File: config.mk
export PLATFORM = sky130hd
export DESIGN_NAME = usb_rx_deserializer
export DESIGN_NICKNAME = d
export VERILOG_FILES = /design/src/rtl/usb_phy_pkg.sv /design/src/rtl/usb_bit_unstuffer.sv /design/src/rtl/usb_rx_deserializer.sv
export SDC_FILE = /design/constraint.sdc
export NUM_CORES = 1
export LEC_CHECK = 0
export CAP_MARGIN = 20
export CORE_UTILIZATION = 25
export CTS_BUF_LIST = sky130_fd_sc_hd__clkbuf_8 sky130_fd_sc_hd__clkbuf_16
export DETAILED_ROUTE_END_ITERATION = 10
export DONT_BUFFER_PORTS = 1
export PLACE_DENSITY_LB_ADDON = 0.3
export SLEW_MARGIN = 15
export SYNTH_ARGS = -nofsm -noshare
export SYNTH_HDL_FRONTEND = slang
export SYNTH_HIERARCHICAL = 1
export SYNTH_SLANG_ARGS = --single-unit
File: constraint.sdc
create_clock -name clk -period 5.8 [get_ports clk]
set_input_delay 0.58 -clock clk [delete_from_list [all_inputs] [get_ports clk]]
set_output_delay 0.58 -clock clk [all_outputs]
set_load 0.05 [all_outputs]
File: src/rtl/usb_phy_pkg.sv
// ============================================================================
// Module      : usb_phy_pkg
// Description : Shared line encodings, receive FSM states and error codes
//               for the USB full-speed receive path.
// Revision    : 1.0 - initial release
// ============================================================================
`default_nettype none

package usb_phy_pkg;

    typedef enum logic [1:0] {
        LINE_ILLEGAL = 2'b00,
        LINE_J       = 2'b01,
        LINE_K       = 2'b10,
        LINE_SE0     = 2'b11
    } line_t;

    typedef enum logic [1:0] {
        ST_IDLE = 2'd0,
        ST_RECV = 2'd1,
        ST_ERR  = 2'd2
    } rx_state_t;

    typedef enum logic [1:0] {
        ERR_STUFF   = 2'd0,
        ERR_ALIGN   = 2'd1,
        ERR_ILLEGAL = 2'd2,
        ERR_ABORT   = 2'd3
    } rx_err_t;

    // The last sync bit is a 1, so a fresh packet starts with one 1 counted.
    localparam logic [2:0]  c_ones_init    = 3'd1;
    localparam logic [2:0]  c_ones_max     = 3'd6;
    localparam logic [10:0] c_byte_cnt_max = 11'd2047;

endpackage

`default_nettype wire

File: src/rtl/usb_bit_unstuffer.sv
// ============================================================================
// Module      : usb_bit_unstuffer
// Description : NRZI decoder with bit-unstuffing; flags stuff bits and
//               stuffing violations for the current J/K sample.
// Revision    : 1.0 - initial release
// ============================================================================
`default_nettype none

module usb_bit_unstuffer
    import usb_phy_pkg::*;
(
    input  logic       clk,
    input  logic       reset_n,
    input  logic       i_start,
    input  logic       i_en,
    input  logic [1:0] i_level,
    output logic       o_bit,
    output logic       o_bit_valid,
    output logic       o_stuff_err
);

    logic [1:0] r_prev;
    logic [2:0] r_ones;
    logic [1:0] w_prev;
    logic [2:0] w_ones;
    logic       w_bit;
    logic       w_at_limit;

    // On the packet's first sample the history is taken from the sync pattern.
    always_comb begin
        w_prev     = i_start ? LINE_K : r_prev;
        w_ones     = i_start ? c_ones_init : r_ones;
        w_bit      = (i_level == w_prev);
        w_at_limit = (w_ones == c_ones_max);
    end

    assign o_bit       = w_bit;
    assign o_bit_valid = i_en && !w_at_limit;
    assign o_stuff_err = i_en && w_at_limit && w_bit;

    always_ff @(posedge clk or negedge reset_n) begin
        if (!reset_n) begin
            r_prev <= LINE_K;
            r_ones <= '0;
        end else if (i_en) begin
            r_prev <= i_level;
            if (w_at_limit || !w_bit) begin
                r_ones <= '0;
            end else begin
                r_ones <= w_ones + 3'd1;
            end
        end
    end

endmodule

`default_nettype wire

File: src/rtl/usb_rx_deserializer.sv
// ============================================================================
// Module      : usb_rx_deserializer
// Description : USB receive deserializer: assembles unstuffed bits into bytes
//               and reports end-of-packet and packet errors.
// Revision    : 1.0 - initial release
// ============================================================================
`default_nettype none

module usb_rx_deserializer
    import usb_phy_pkg::*;
(
    input  logic        clk,
    input  logic        reset_n,
    input  logic [1:0]  line_state,
    input  logic        sync_detected,
    output logic [7:0]  rx_data,
    output logic        rx_valid,
    output logic        rx_active,
    output logic        rx_eop,
    output logic        rx_error,
    output logic [1:0]  rx_err_code,
    output logic [10:0] rx_byte_cnt
);

    rx_state_t   r_state, w_state_nxt;
    rx_err_t     r_err_code, w_err_code_nxt;
    logic [6:0]  r_shift, w_shift_nxt;
    logic [2:0]  r_bit_cnt, w_bit_cnt_nxt, w_bit_cnt_cur;
    logic [7:0]  r_data, w_data_nxt;
    logic [10:0] r_byte_cnt, w_byte_cnt_nxt, w_byte_cnt_cur;
    logic        r_valid, w_valid_nxt;
    logic        r_eop, w_eop_nxt;
    logic        r_error, w_error_nxt;
    logic        r_active;
    logic [7:0]  w_shifted;
    logic        w_start, w_recv_edge, w_line_jk;
    logic        w_bit, w_bit_valid, w_stuff_err;

    assign w_start     = (r_state == ST_IDLE) && sync_detected;
    assign w_recv_edge = (r_state == ST_RECV) || w_start;
    assign w_line_jk   = (line_state == LINE_J) || (line_state == LINE_K);

    usb_bit_unstuffer u_unstuffer (
        .clk         (clk),
        .reset_n     (reset_n),
        .i_start     (w_start),
        .i_en        (w_recv_edge && w_line_jk),
        .i_level     (line_state),
        .o_bit       (w_bit),
        .o_bit_valid (w_bit_valid),
        .o_stuff_err (w_stuff_err)
    );

    always_comb begin
        w_state_nxt    = r_state;
        w_err_code_nxt = r_err_code;
        w_shift_nxt    = r_shift;
        w_bit_cnt_nxt  = r_bit_cnt;
        w_data_nxt     = r_data;
        w_byte_cnt_nxt = r_byte_cnt;
        w_valid_nxt    = 1'b0;
        w_eop_nxt      = 1'b0;
        w_error_nxt    = 1'b0;
        w_bit_cnt_cur  = w_start ? 3'd0 : r_bit_cnt;
        w_byte_cnt_cur = w_start ? 11'd0 : r_byte_cnt;
        w_shifted      = {w_bit, r_shift};

        if (r_state == ST_ERR && !sync_detected) begin
            w_state_nxt = ST_IDLE;
        end

        // Error checks are ordered so an error always pre-empts a byte completion.
        if (w_recv_edge) begin
            w_state_nxt    = ST_RECV;
            w_bit_cnt_nxt  = w_bit_cnt_cur;
            w_byte_cnt_nxt = w_byte_cnt_cur;
            if (!sync_detected && line_state != LINE_SE0) begin
                w_state_nxt    = ST_ERR;
                w_error_nxt    = 1'b1;
                w_err_code_nxt = ERR_ABORT;
            end else if (line_state == LINE_SE0) begin
                w_state_nxt = ST_IDLE;
                if (w_bit_cnt_cur == 3'd0) begin
                    w_eop_nxt = 1'b1;
                end else begin
                    w_error_nxt    = 1'b1;
                    w_err_code_nxt = ERR_ALIGN;
                end
            end else if (line_state == LINE_ILLEGAL) begin
                w_state_nxt    = ST_ERR;
                w_error_nxt    = 1'b1;
                w_err_code_nxt = ERR_ILLEGAL;
            end else if (w_stuff_err) begin
                w_state_nxt    = ST_ERR;
                w_error_nxt    = 1'b1;
                w_err_code_nxt = ERR_STUFF;
            end else if (w_bit_valid) begin
                w_shift_nxt   = w_shifted[7:1];
                w_bit_cnt_nxt = w_bit_cnt_cur + 3'd1;
                if (w_bit_cnt_cur == 3'd7) begin
                    w_data_nxt  = w_shifted;
                    w_valid_nxt = 1'b1;
                    if (w_byte_cnt_cur != c_byte_cnt_max) begin
                        w_byte_cnt_nxt = w_byte_cnt_cur + 11'd1;
                    end
                end
            end
        end
    end

    always_ff @(posedge clk or negedge reset_n) begin
        if (!reset_n) begin
            r_state    <= ST_IDLE;
            r_err_code <= ERR_STUFF;
            r_shift    <= '0;
            r_bit_cnt  <= '0;
            r_data     <= '0;
            r_byte_cnt <= '0;
            r_valid    <= 1'b0;
            r_eop      <= 1'b0;
            r_error    <= 1'b0;
            r_active   <= 1'b0;
        end else begin
            r_state    <= w_state_nxt;
            r_err_code <= w_err_code_nxt;
            r_shift    <= w_shift_nxt;
            r_bit_cnt  <= w_bit_cnt_nxt;
            r_data     <= w_data_nxt;
            r_byte_cnt <= w_byte_cnt_nxt;
            r_valid    <= w_valid_nxt;
            r_eop      <= w_eop_nxt;
            r_error    <= w_error_nxt;
            r_active   <= (w_state_nxt == ST_RECV);
        end
    end

    assign rx_data     = r_data;
    assign rx_valid    = r_valid;
    assign rx_active   = r_active;
    assign rx_eop      = r_eop;
    assign rx_error    = r_error;
    assign rx_err_code = r_err_code;
    assign rx_byte_cnt = r_byte_cnt;

endmodule

`default_nettype wire
==> results by group <==
STA
  • Actual slew at the worst max-slew pin: 864.3 ps
  • Clock skew: 12.19 ps
  • Slew HR: 42.23%
  • Setup tns final: 0 ps
  • RSZ-0062 raised after global routing: no
  • Final WS setup: 1954 ps
  • WHS: 116.4 ps
  • Slew Viols, Final: 0
  • Final period util: 66.31%
  • Min Clock Period, post-route: 3846 ps
  • Fmax: 260.0 MHz
  • Final setup viols: 0
  • Hold Violations, Final: 0

Layout
  • Fill count: 845
  • Register area: 1052 um^2
  • Post-layout util: 29.05%
  • Final nets: 219
  • Share of layout cells above drive strength 1: 15.46%
  • N_diodes: 0
  • Synth-to-Final Area Change: 11.45%
  • Multi-input logic area: 1002 um^2

Floorplanning
  • Num ports: 30
  • Die width: 95.03 um
  • Die Ht: 95.03 um
  • DIE AREA: 9030 um^2
  • Core ar.: 8299 um^2
  • Starting density of the core: 26.07%
  • Row count: 33

GRT
  • Largest net degree at the start of global routing: 42
  • Total GRT Usage: 11.48%
  • Global route total overflow: 0
  • First-pass GRT wire length: 7817 um
  • Vias in the first global route: 1546
  • Initial antenna violation count: 0

Route
  • Initial DRC Count: 64
  • TritonRoute pass-1 iters: 4
  • Final wirelength: 4625 um
  • Drc violations: 0
  • Vias per cell: 4.817
  • Routed via count: 1503
  • Post-route ant nets: 0
  • WL/cell: 14.82 um

CTS
  • TritonCTS clock tree: yes
  • CTS Buffer Depth: 2
  • Post-CTS sizing: 0
  • H-Tree Level Count: 2
  • CTS Root Cell: clkbuf_8
  • Clk_lat worst skew: 300 ps
  • TritonCTS buffer count: 5
  • Clock transition at path regs: 90 ps
  • Num Clock Sinks: 42

Logic synthesis
  • Synth Instances: 205
  • Leading area contributor after synthesis: dfrtp_1
  • Synth cell count leaders: dfrtp_1, nor2_1, mux2_2
  • Mapped Area: 2163 um^2
  • Async SR Flop Fraction: 100.0%
  • Post-synth EDFFs: 0
  • Syn Nets: 218
  • Syn_area_per_cell: 10.55 um^2
  • Count leader, synth: dfrtp_1
  • Top-area cell type share of the netlist area: 47.43%
  • Ranking of synthesized cells by area: dfrtp_1, mux2_2, ha_1
  • Sequential cell area fraction in the yosys report: 48.64%
  • Yosys Warn Count: 6
  • Main flop type after synthesis: dfrtp_1
  • Netlist cell types: 49
  • Synthesis-stage register bit count: 42

Power and ir drop
  • Pleak: 1.122 nW
  • Cell Pwr Density: 320.1 nW/um^2
  • Peak supply drop: 0.0001271 V
  • Tot Pwr: 771.9 uW

Worst setup path
  • Flop-to-flop setup slack: 1950 ps
  • Startpoint types: register
  • Worst path max stage delay: 770 ps
  • CP max-delay cell: nor4b_2
  • Critical Path Sink Type: register
  • Critical Path Stages: 10
  • R2r worst-path depth: 10
  • Buf/Inv on CP: 1
  • Critical path peak fanout: 16
  • CP required: 5980 ps
  • Data arrival, critical path: 4030 ps
  • Critical setup path kind: register to register
  • CP Cell Sequence: or3b_1, inv_2, nor2_1, ha_1, nand3b_1, nor3b_1, nand2b_1, nor4b_2, nand2_1, mux2_2
  • Crit path max-delay family: simple AND/OR/NAND/NOR gates

Placement
  • Post-DP HPWL: 3177 um
  • Port Buffer Count: 0
  • Setup WS pre-CTS: 1848 ps
  • RD Place Congestion: 0.7423

Job
  • Maxcap violations: 0

Outcome
  • Status: complete, no violations

Hold path
  • Worst min path class: input port to async pin
-- stage by stage --
stage               instance area [um^2]  instances
floorplan                           2163        205
detailed placement                  2253        303
global route                        2411        312
finish                              2411        312
global placement                    2253        303
CTS                                 2411        312
-- state kept, by name, summed over array words and instances (netlist names) --
name                flops
r_shift                 7
rx_data                 8
rx_err_code             2
rx_byte_cnt            11
rx_eop                  1
rx_active               1
r_state                 2
u_unstuffer/r_prev      2
r_bit_cnt               3
rx_error                1
rx_valid                1
u_unstuffer/r_ones      3
-- what timing repair did --
| item | CTS | global route |
|---|---|---|
| hold buffers | 1 | 0 |
| setup buffers | 0 | 0 |
| setup endpoints to repair | 0 | 0 |
| hold endpoints to repair | 41 | 0 |
-- per-layer routing --
metal | GRT usage [%] | share of wire (%)
met2 | 17.21 | 43
met4 | 4.798 | 1.7
met5 | 0 | 0
met3 | 5.104 | 8.3
met1 | 14.27 | 47
-- final cells by class --
type	instances	share of cell area, %
multi-input cells	139	41.57
well taps	105	5.449
clock inverters	3	2.854
clock buffers	5	2.854
inverters	16	2.491
flip-flops and latches	42	43.64
repair buffers	2	1.142
-- path summary, 6_finish.rpt --
kind	from	to
setup / recovery	r_state[1]$_DFF_PN0_	rx_data[0]$_DFFE_PN0P_
hold / removal	reset_n	r_state[1]$_DFF_PN0_
setup reg to reg	r_state[1]$_DFF_PN0_	rx_data[0]$_DFFE_PN0P_
hold reg to reg	r_bit_cnt[1]$_DFFE_PN0P_	r_bit_cnt[1]$_DFFE_PN0P_
max in group asynchronous	reset_n	rx_err_code[1]$_DFFE_PN0P_
min in group clk	line_state[0]	u_unstuffer/r_prev[0]$_DFFE_PN0P_
-- power by group --
group          total [mW]  internal [mW]  leakage (nW)  switching, mW
clock network       0.281          0.173        0.0683          0.108
registers           0.382          0.326         0.569         0.0558
logic               0.109         0.0464         0.485         0.0626
-- logic make-up after synthesis --
kind of cell,count (synthesis),share of synthesized area [%]
simple gates,72,18.74
flops,42,48.64
fa+ha+maj,8,4.627
compound gates,38,12.55
xor+xnor,4,1.620
mux,17,8.791
buf+inv,24,5.032
-- cells in the final DEF (no fill, tap or decap), drive strengths merged, types with 3 or more instances in the layout --
cell type,netlist,layout
o31ai,3,3
dfrtp,41,41
clkbuf,5,5
a31oi,3,3
mux2,16,16
o21ai,3,3
a21oi,9,9
nand3,8,8
inv,16,16
nor2,18,18
xnor2,3,3
nand2,13,13
ha,8,8
and2,5,5
nor4,3,3
and3,3,3
or4,5,5
Power figures use the tool's default switching activity.
